[config.mk]
export PLATFORM = sky130hd
export DESIGN_NAME = gray_code_counter
export DESIGN_NICKNAME = d
export VERILOG_FILES = /design/src/rtl/gray_code_counter.sv
export SDC_FILE = /design/constraint.sdc
export NUM_CORES = 1
export LEC_CHECK = 0
export ABC_AREA = 1
export CAP_MARGIN = 15
export CORE_UTILIZATION = 46
export CTS_BUF_LIST = sky130_fd_sc_hd__clkbuf_2 sky130_fd_sc_hd__clkbuf_4 sky130_fd_sc_hd__clkbuf_8
export DETAILED_ROUTE_END_ITERATION = 8
export PLACE_DENSITY = 0.81
export SLEW_MARGIN = 25
export SYNTH_ARGS = -nofsm -noshare
export SYNTH_HDL_FRONTEND = slang
export SYNTH_SLANG_ARGS = --single-unit
[constraint.sdc]
create_clock -name clk -period 1.9 [get_ports clk]
set_input_delay 0.285 -clock clk [delete_from_list [all_inputs] [get_ports clk]]
set_output_delay 0.285 -clock clk [all_outputs]
set_load 0.02 [all_outputs]
[src/rtl/gray_code_counter.sv]
// Up/down binary counter with registered Gray output and wrap pulse, plus an independent Gray->binary converter.
// Latency 1 cycle for all outputs; no backpressure, every input is accepted each cycle.
module gray_code_counter #(
  parameter int WIDTH = 4
) (
  input  logic             clk,
  input  logic             rst_n,
  input  logic             en,
  input  logic             up,
  input  logic             load,
  input  logic [WIDTH-1:0] load_bin,
  output logic [WIDTH-1:0] bin_q,
  output logic [WIDTH-1:0] gray_q,
  output logic             wrap,
  input  logic             cnv_valid_i,
  input  logic [WIDTH-1:0] cnv_gray_i,
  output logic             cnv_valid_o,
  output logic [WIDTH-1:0] cnv_bin_o
);

  localparam logic [WIDTH-1:0] ONE = WIDTH'(1);

  logic [WIDTH-1:0] bin_d;
  logic [WIDTH-1:0] gray_d;
  logic             wrap_d;
  logic             wrap_q;
  logic             cnv_valid_d;
  logic             cnv_valid_q;
  logic [WIDTH-1:0] cnv_bin_d;
  logic [WIDTH-1:0] cnv_bin_q;

  always_comb begin
    bin_d  = bin_q;
    gray_d = gray_q;
    wrap_d = 1'b0;
    if (load) begin
      bin_d  = load_bin;
      gray_d = load_bin ^ (load_bin >> 1);
    end else if (en) begin
      if (up) begin
        bin_d  = bin_q + ONE;
        wrap_d = &bin_q;
      end else begin
        bin_d  = bin_q - ONE;
        wrap_d = ~|bin_q;
      end
      // Gray is encoded from the next binary value so both registers move on the same edge.
      gray_d = bin_d ^ (bin_d >> 1);
    end
  end

  always_comb begin
    cnv_valid_d = cnv_valid_i;
    cnv_bin_d   = cnv_bin_q;
    if (cnv_valid_i) begin
      cnv_bin_d[WIDTH-1] = cnv_gray_i[WIDTH-1];
      for (int i = WIDTH - 2; i >= 0; i--) begin
        cnv_bin_d[i] = cnv_bin_d[i+1] ^ cnv_gray_i[i];
      end
    end
  end

  always_ff @(posedge clk or negedge rst_n) begin
    if (!rst_n) begin
      bin_q       <= '0;
      gray_q      <= '0;
      wrap_q      <= 1'b0;
      cnv_valid_q <= 1'b0;
      cnv_bin_q   <= '0;
    end else begin
      bin_q       <= bin_d;
      gray_q      <= gray_d;
      wrap_q      <= wrap_d;
      cnv_valid_q <= cnv_valid_d;
      cnv_bin_q   <= cnv_bin_d;
    end
  end

  assign wrap        = wrap_q;
  assign cnv_valid_o = cnv_valid_q;
  assign cnv_bin_o   = cnv_bin_q;

endmodule
## Word-level counts from Yosys, hierarchy flattened

Cells that the tools add are included.

| storage, ports and cells | value |
|---|---|
| input bits | 14 |
| register bits | 14 |

| operators by class | value |
|---|---|
| muxes and demuxes | 10 |
| bitwise logic cells | 5 |
| add/sub/neg operators | 2 |
| reductions and logical operators | 4 |

Operators by type and width:

| cell | count |
|---|---|
| 4-bit two-way mux | 7 |
| 4-bit by 3-bit bitwise XOR with 4-bit output | 2 |
| 4-bit by 1-bit adder with 4-bit output (second input constant) | 1 |
| 4-bit AND reduction | 1 |
| 4-bit OR reduction | 1 |
| 4-bit by 1-bit subtractor with 4-bit output (second input constant) | 1 |
| 1-bit two-way mux | 3 |
| 1-bit bitwise XOR | 3 |
| 2-bit nonzero test | 1 |
| 1-bit zero test | 1 |

## Depth between registers and ports, before layout

Gate-level depths: netlist of run 1.

| depth | value |
|---|---|
| depth in word-level cells | 7 |
| depth in mapped cells | 12 |
| gate-level depth less buffers | 12 |

## Worst setup path before layout of run 1

OpenSTA, ideal clock, no wires.

| timing path | value |
|---|---|
| path type | register -> register |
| start point | register bin_q[0] |
| end point | register gray_q[2] |
| period minus slack after synthesis | 1,533 ps |
| stages on the path, launching flop included | 12 |
| data arrival time | 1,415 ps |
| data required time | 1,783 ps |
| setup slack | 367 ps |
| setup time | 117 ps |
| cells stage by stage | dfrtp_1 -> fa_1 -> inv_1 -> nand2_1 -> nand2_1 -> nor2_1 -> inv_1 -> nand2_1 -> inv_1 -> nand2_1 -> nand3_1 -> nand2_1 |

| between the ends | value |
|---|---|
| cells in the longest elaborated chain, start to end | 7 |

Ends and longest elaborated chain:

| what | line | RTL |
|---|---|---|
| start, declared | 12 | `output logic [WIDTH-1:0] bin_q,` |
| start signal, assigned | 71 | `bin_q <= bin_d;` |
| 4-bit by 1-bit subtractor with 4-bit output or 4-bit by 1-bit adder with 4-bit output (tied branches) | 44, 41 |  |
| 4-bit two-way mux * | 40 | `if (up) begin` |
| 4-bit two-way mux * | 39 | `end else if (en) begin` |
| 4-bit two-way mux * | 36 | `if (load) begin` |
| 4-bit by 3-bit bitwise XOR with 4-bit output * | 48 | `gray_d = bin_d ^ (bin_d >> 1);` |
| 4-bit two-way mux * | 39 |  |
| 4-bit two-way mux * | 36 |  |
| end signal, assigned | 72 | `gray_q <= gray_d;` |
| end, declared | 13 | `output logic [WIDTH-1:0] gray_q,` |

Every way passes the cells marked *; elsewhere a longest branch is shown, timed or not. The select of a mux whose other input is x is not followed.
A chain may end at the register's enable or synchronous reset.

## Worst setup path in the final report of run 1

| timing path | value |
|---|---|
| start point | input port up |
| end point | register gray_q[2] |

| between the ends | value |
|---|---|
| cells in the longest elaborated chain, start to end | 6 |

Ends and longest elaborated chain:

| what | line | RTL |
|---|---|---|
| start, declared | 9 | `input logic up,` |
| 4-bit two-way mux | 40 |  |
| 4-bit two-way mux | 39 |  |
| 4-bit two-way mux | 36 |  |
| 4-bit by 3-bit bitwise XOR with 4-bit output | 48 |  |
| 4-bit two-way mux | 39 |  |
| 4-bit two-way mux | 36 |  |

No other way between the ends. The select of a mux whose other input is x is not followed.

==> impl_metrics.py, run 1 <==
metrics = {
    "pwr": {
        "p_total_mw": 0.9425,
        "peakVddDrop_uv": 725.6,
        "p_per_area_nw_per_um2": 850.2,
        "p_leak_nw": 0.5485,
    },
    "sta": {
        "rsz0062_at_grt": "no",
        "maxSlewViolCount": 0,
        "min_period_ps": 1773,
        "finalHoldViolCount": 0,
        "worst_pin_slew_ps": 547.0,
        "clock_skew_ps": 10.54,
        "fin_ws_ps": 127.2,
        "timing.final.crit_share_pct": 93.31,
        "slew_headroom_pct": 63.42,
        "setup_viol": 0,
        "max_freq_ghz": 0.5641,
    },
    "synthesis": {
        "synth_top_area_share_pct": 40.82,
        "ys_seq_elements": 13,
        "synth_top_area_cell": "dfrtp_1",
        "ys_seq_area_share_pct": 40.82,
        "synth_area_um2": 797.0,
        "yosysMostFrequentCell": "nand2_1",
        "synthArstFlopShare_pct": 100.0,
        "synth_flop_cell": "dfrtp_1",
        "synth.distinct_cells": 23,
        "synth_common_cells": "nand2_1 (36), dfrtp_1 (13), inv_1 (13), nand3_1 (8), nor2_1 (8)",
        "synth_fp_nets": 125,
        "synthTopCellsByArea": "dfrtp_1 (41%), nand2_1 (17%), inv_1 (6.1%)",
        "postSynthCellCount": 108,
        "synth_edf_count": 0,
        "yosysWarnings": 0,
        "avgSynthCellArea_um2": 7.380,
    },
    "outcome": {
        "violations": "design-rule violations",
        "outcome": "finished, violations left",
    },
    "worst_setup_path": {
        "cp_cell_sequence": "clkdlybuf4s50_1, inv_1, ha_1, or2_1, nand2_1, nand2_1, nand2_1, nand3_1, nand3_1, nand2_1",
        "path_class": "in2reg",
        "cpLargestDelayFamily": "simple AND/OR/NAND/NOR gates",
        "cp_num_buf_inv": 2,
        "critPathLaunchType": "input port",
        "cp-end-kind": "flop",
        "worstPathArrival_ps": 1940,
        "crit_cells": 10,
        "critPathMaxFanout": 3,
        "critPathSlowestCell": "clkdlybuf4s50_1",
        "path_common_cell": "nand2_1",
        "cp_slowest_stage_delay_ps": 500,
        "r2r_cells": 8,
        "crit_required_ps": 2060,
    },
    "cts": {
        "clock_latency_ps": 280,
        "cts_root_buf": "clkbuf_4",
        "post-cts-setup-buffers": 0,
        "ctsHtreeMaxLevel": 1,
        "cts_hold_buf": 0,
        "cts_tree": "built",
        "clk_pin_slew_ps": 80,
        "cts_buffers": 3,
        "ctsResizeCount": 0,
        "cts_buffer_depth": 2,
        "clock_sinks": 13,
    },
    "die": {
        "ios": 28,
        "row_count": 14,
        "core_um2": 1559,
        "start_util_pct": 51.12,
        "die_area_um2": 1903,
        "die_h_um": 43.63,
        "die_w_um": 43.63,
    },
    "global_route": {
        "use_met2_pct": 39.70,
        "use_met1_pct": 25.54,
        "antenna_found_initial": 0,
        "grt_pass1_wl_um": 3167,
        "busiest_layer": "met2",
        "grt_overflow": 0,
        "track_usage_pct": 23.81,
        "grt_use_met3_pct": 9.167,
        "grt_pass1_vias": 772,
        "grt_max_degree": 14,
    },
    "place": {
        "io_buffers": 27,
        "dp.final_hpwl_um": 1491,
        "routabilityCongestion": 0.8062,
        "pre_cts_ws_ps": -157.2,
    },
    "final_layout": {
        "drive_above_1_share_pct": 7.971,
        "seq_area_um2": 325.3,
        "antenna_cells": 0,
        "fill_cells": 130,
        "num-nets-final": 156,
        "multi_input_area_um2": 399.1,
        "area_growth_pct": 39.09,
    },
    "min_path": {
        "min_path_type": "in2async",
    },
    "route": {
        "viasPerCell": 5.039,
        "drc_errors": 3,
        "wire_per_inst_um": 12.08,
        "dr.first_iter.drc_count": 21,
        "firstDrtPassIters": 6,
        "wirelength_um": 1860,
        "dr_total_vias": 776,
        "antenna_left": 0,
    },
    "job": {
        "drv_cap": 0,
    },
}
[report_power, final]
| part | switching, mW | internal, mW |
|---|---|---|
| Sequential | 0.0423 | 0.319 |
| Combinational | 0.216 | 0.183 |
| Clock | 0.0862 | 0.0959 |
| Total | 0.344 | 0.598 |
[registers in the layout, indices dropped and copies added, names as in the netlist]
register,cells
bin_q,4
wrap,1
gray_q,3
cnv_bin_o,4
cnv_valid_o,1
[worst paths after layout]
kind                              start      endpoint  slack [ps]
setup reg to reg               bin_q[2]     gray_q[2]         290
max in group asynchronous         rst_n     gray_q[2]        1180
hold / removal                    rst_n  cnv_bin_o[1]         350
min in group clk           cnv_bin_o[3]  cnv_bin_o[3]         470
setup / recovery                     up     gray_q[2]         130
hold reg to reg            cnv_bin_o[3]  cnv_bin_o[3]         470
[cell type report]
class / instances / area share, %
multi-input combinational: 78 / 36.00
sequential: 13 / 29.35
timing repair buffer: 28 / 25.06
inverter: 15 / 5.079
clock buffer: 4 / 2.709
tap: 16 / 1.806
[stage by stage]
step | setup TNS, ps | hold slack (ps) | cell area, µm² | utilization, % | cells
after floorplan | 0 | -10.59 | 797.0 | - | 108
after CTS | 0 | 368.5 | 1106 | 70.95 | 154
final | 0 | 352.1 | 1109 | 71.11 | 154
after global placement | -207.2 | 456.4 | 1076 | 69.02 | 150
after detailed placement | -460.3 | 463.4 | 1076 | 69.02 | 150
after global routing | 0 | 388.7 | 1109 | 71.11 | 154
[logic make-up after synthesis]
group           share of synthesized area, %
compound gates                         13.50
fa+ha+maj                              5.651
buf+inv                                9.420
flops                                  40.82
simple gates                           29.52
xor+xnor                               1.099
[metal layers]
metal  wire length, µm  up-vias
met5                 0        -
met4                18        0
met3                84        2
met2               958       18
met1               800      346
li1                  -      410
[cell usage in the layout (no fill, tap or decap)]
cell | synthesis | layout
buf_4 | 1 | 1
a211oi_1 | 1 | 1
nor2_4 | 1 | 1
nand2_1 | 36 | 36
a21oi_1 | 4 | 4
ha_1 | 2 | 2
inv_2 | 2 | 2
fa_2 | 0 | 1
o22ai_1 | 5 | 5
o31ai_1 | 1 | 1
clkbuf_4 | 0 | 4
o21ai_1 | 2 | 2
o21ai_0 | 2 | 2
nand3_1 | 8 | 8
a21oi_2 | 1 | 1
nand2b_1 | 1 | 1
a31oi_1 | 2 | 2
nor2_1 | 8 | 8
or2_1 | 1 | 1
clkdlybuf4s50_1 | 0 | 27
dfrtp_1 | 13 | 13
xnor2_1 | 1 | 1
nor2_2 | 1 | 1
inv_1 | 13 | 13
No activity file was read; power rests on OpenSTA's default activity.
==> run 2, diff against run 1 <==
CORE_MARGIN = 2   (was unset)
==> run 2 against run 1 <==
  * Sequential share of layout area is 0.23 points higher
  * Global-route usage is 4.1 points lower
  * Maximum frequency is 1.4% higher
  * Clock power is 10% lower
  * The flow now finishes without violations
  * Via count is 1.8% higher
  * Clock-buffer cell count is 1 lower
  * Setup slack better by 25 ps
  * Sequential power hardly changed
  * Critical endpoint unchanged
==> impl_metrics.py, run 2 (synthesis gave the netlist of run 1 again) <==
metrics = {
    "die": {
        "die_area_um2": 2082,
        "ios": 28,
        "core_um2": 1670,
        "start_util_pct": 47.72,
        "die_h_um": 45.63,
        "die_w_um": 45.63,
        "row_count": 15,
    },
    "sta": {
        "finalHoldViolCount": 0,
        "rsz0062_at_grt": "no",
        "setup_viol": 0,
        "hold_slack_ps": 360.6,
        "clock_skew_ps": 4.509,
        "timing.final.crit_share_pct": 92.01,
        "worst_pin_slew_ps": 539.6,
        "slew_headroom_pct": 63.92,
        "min_period_ps": 1748,
        "maxSlewViolCount": 0,
        "max_freq_ghz": 0.5720,
    },
    "cts": {
        "cts_buffers": 3,
        "clk_pin_slew_ps": 80,
        "cts_buffer_depth": 2,
        "ctsHtreeMaxLevel": 1,
        "clock_sinks": 13,
        "cts_tree": "built",
        "cts_root_buf": "clkbuf_4",
        "clock_latency_ps": 270,
    },
    "pwr": {
        "seqPwrFrac_pct": 39.3,
        "p_comb_share_pct": 42.8,
        "p_int_mw": 0.5768,
        "switchingPower_mw": 0.3374,
        "p_leak_nw": 0.5438,
        "switching_share_pct": 36.91,
        "clkPwrFrac_pct": 17.8,
        "p_per_area_nw_per_um2": 831.3,
        "peakVddDrop_uv": 550.8,
    },
    "final_layout": {
        "area_growth_pct": 37.99,
        "num-nets-final": 155,
        "drive_above_1_share_pct": 7.299,
        "multi_input_area_um2": 399.1,
        "antenna_cells": 0,
        "seq_area_um2": 325.3,
        "fin_cells": 154,
        "design_area_um2": 1100,
        "final_common_cell": "nand2_1",
        "fill_cells": 140,
        "final_cell_mix": "nand2_1 (36), clkdlybuf4s50_1 (27), inv_1 (13), dfrtp_1 (13), nand3_1 (8)",
    },
    "worst_setup_path": {
        "critPathMaxFanout": 4,
        "worstPathArrival_ps": 1920,
        "rr_startpoint": "bin_q[0]",
        "cp-end-kind": "flop",
        "r2r_end": "gray_q[2]",
        "cp_slowest_stage_delay_ps": 500,
        "critPathSlowestCell": "clkdlybuf4s50_1",
        "r2r_cells": 11,
        "crit_required_ps": 2070,
        "path_common_cell": "nand2_1",
        "path_class": "in2reg",
        "critPathLaunchType": "input port",
        "cp_cell_sequence": "clkdlybuf4s50_1, inv_1, ha_1, or2_1, nand2_1, nand2_1, nand2_1, nand3_1, nand3_1, nand2_1",
        "r2r_slack_ps": 310,
    },
    "outcome": {
        "outcome": "complete, no violations",
    },
    "route": {
        "firstDrtPassIters": 4,
        "viasPerCell": 5.130,
        "antenna_left": 0,
        "wire_per_inst_um": 11.29,
        "wirelength_um": 1738,
        "drc_errors": 0,
        "dr_total_vias": 790,
        "dr.first_iter.drc_count": 16,
    },
    "place": {
        "placed_area_um2": 1070,
        "routabilityCongestion": 0.7973,
        "dp_cells": 150,
        "io_buffers": 27,
        "dp.final_hpwl_um": 1449,
    },
    "global_route": {
        "grt_overflow": 0,
        "grt_pass1_vias": 720,
        "grt_pass1_wl_um": 2932,
        "grt_max_degree": 14,
        "antenna_found_initial": 0,
        "track_usage_pct": 19.70,
    },
    "min_path": {
        "min_path_type": "in2async",
    },
    "job": {
        "drv_cap": 0,
    },
}
## run 2: cell type report
class                      instances  share of cell area (%)
multi-input combinational         78                   36.29
timing repair buffer              27                   24.57
sequential                        13                   29.58
tap                               17                   1.934
inverter                          15                   5.119
clock inverter                     1                  0.4551
clock buffer                       3                   2.048
## run 2: what timing repair did
item	CTS	global route
setup buffers	0	0
endpoints found under the setup margin	0	1
resized for setup	0	1
hold buffers	0	0
## run 2: worst max-delay path by stage
stage          startpoint        end  slack [ps]  cells past startpoint
6_report               up  gray_q[2]         150                     10
5_1_grt                up  gray_q[2]          20                     13
4_1_cts                up  gray_q[2]         150                     10
3_5_place_dp           up  gray_q[2]        -140                     13
3_3_place_gp           up  gray_q[2]        -120                     13
2_1_floorplan    bin_q[0]  gray_q[2]         370                     11
## run 2: worst max-delay path: cells and delay by family
family	cells	cell delay, ps
adder cells (fa/ha/maj)	1	340
buffers and inverters	2	610
AND/OR/NAND/NOR	7	680
## run 2: layer usage
layer | vias to the layer above | track usage [%] | routed length [µm]
li1 | 408 | - | -
met3 | 0 | 6.349 | 74
met4 | 0 | 3.529 | 0
met2 | 18 | 33.52 | 909
met5 | - | 0 | 0
met1 | 364 | 24.49 | 755
## run 2: power groups by stage
stage / logic [mW] / registers (mW) / clock network (mW)
6_report: 0.392 / 0.360 / 0.163
2_1_floorplan: 0.175 / 0.413 / 0
4_1_cts: 0.393 / 0.360 / 0.172
3_3_place_gp: 0.383 / 0.365 / 0
5_1_grt: 0.434 / 0.366 / 0.180
3_5_place_dp: 0.391 / 0.365 / 0
## run 2: per-stage QoR
step                worst slack [ps]  TNS, ps  power, mW  utilization [%]
finish                         151.8        0     0.9143            65.84
floorplan                      367.1        0     0.5883                -
global placement              -117.0   -214.9     0.7477            64.04
CTS                            153.6        0     0.9253            65.69
global route                   17.45        0     0.9792            65.84
detailed placement            -142.0   -416.7     0.7564            64.04
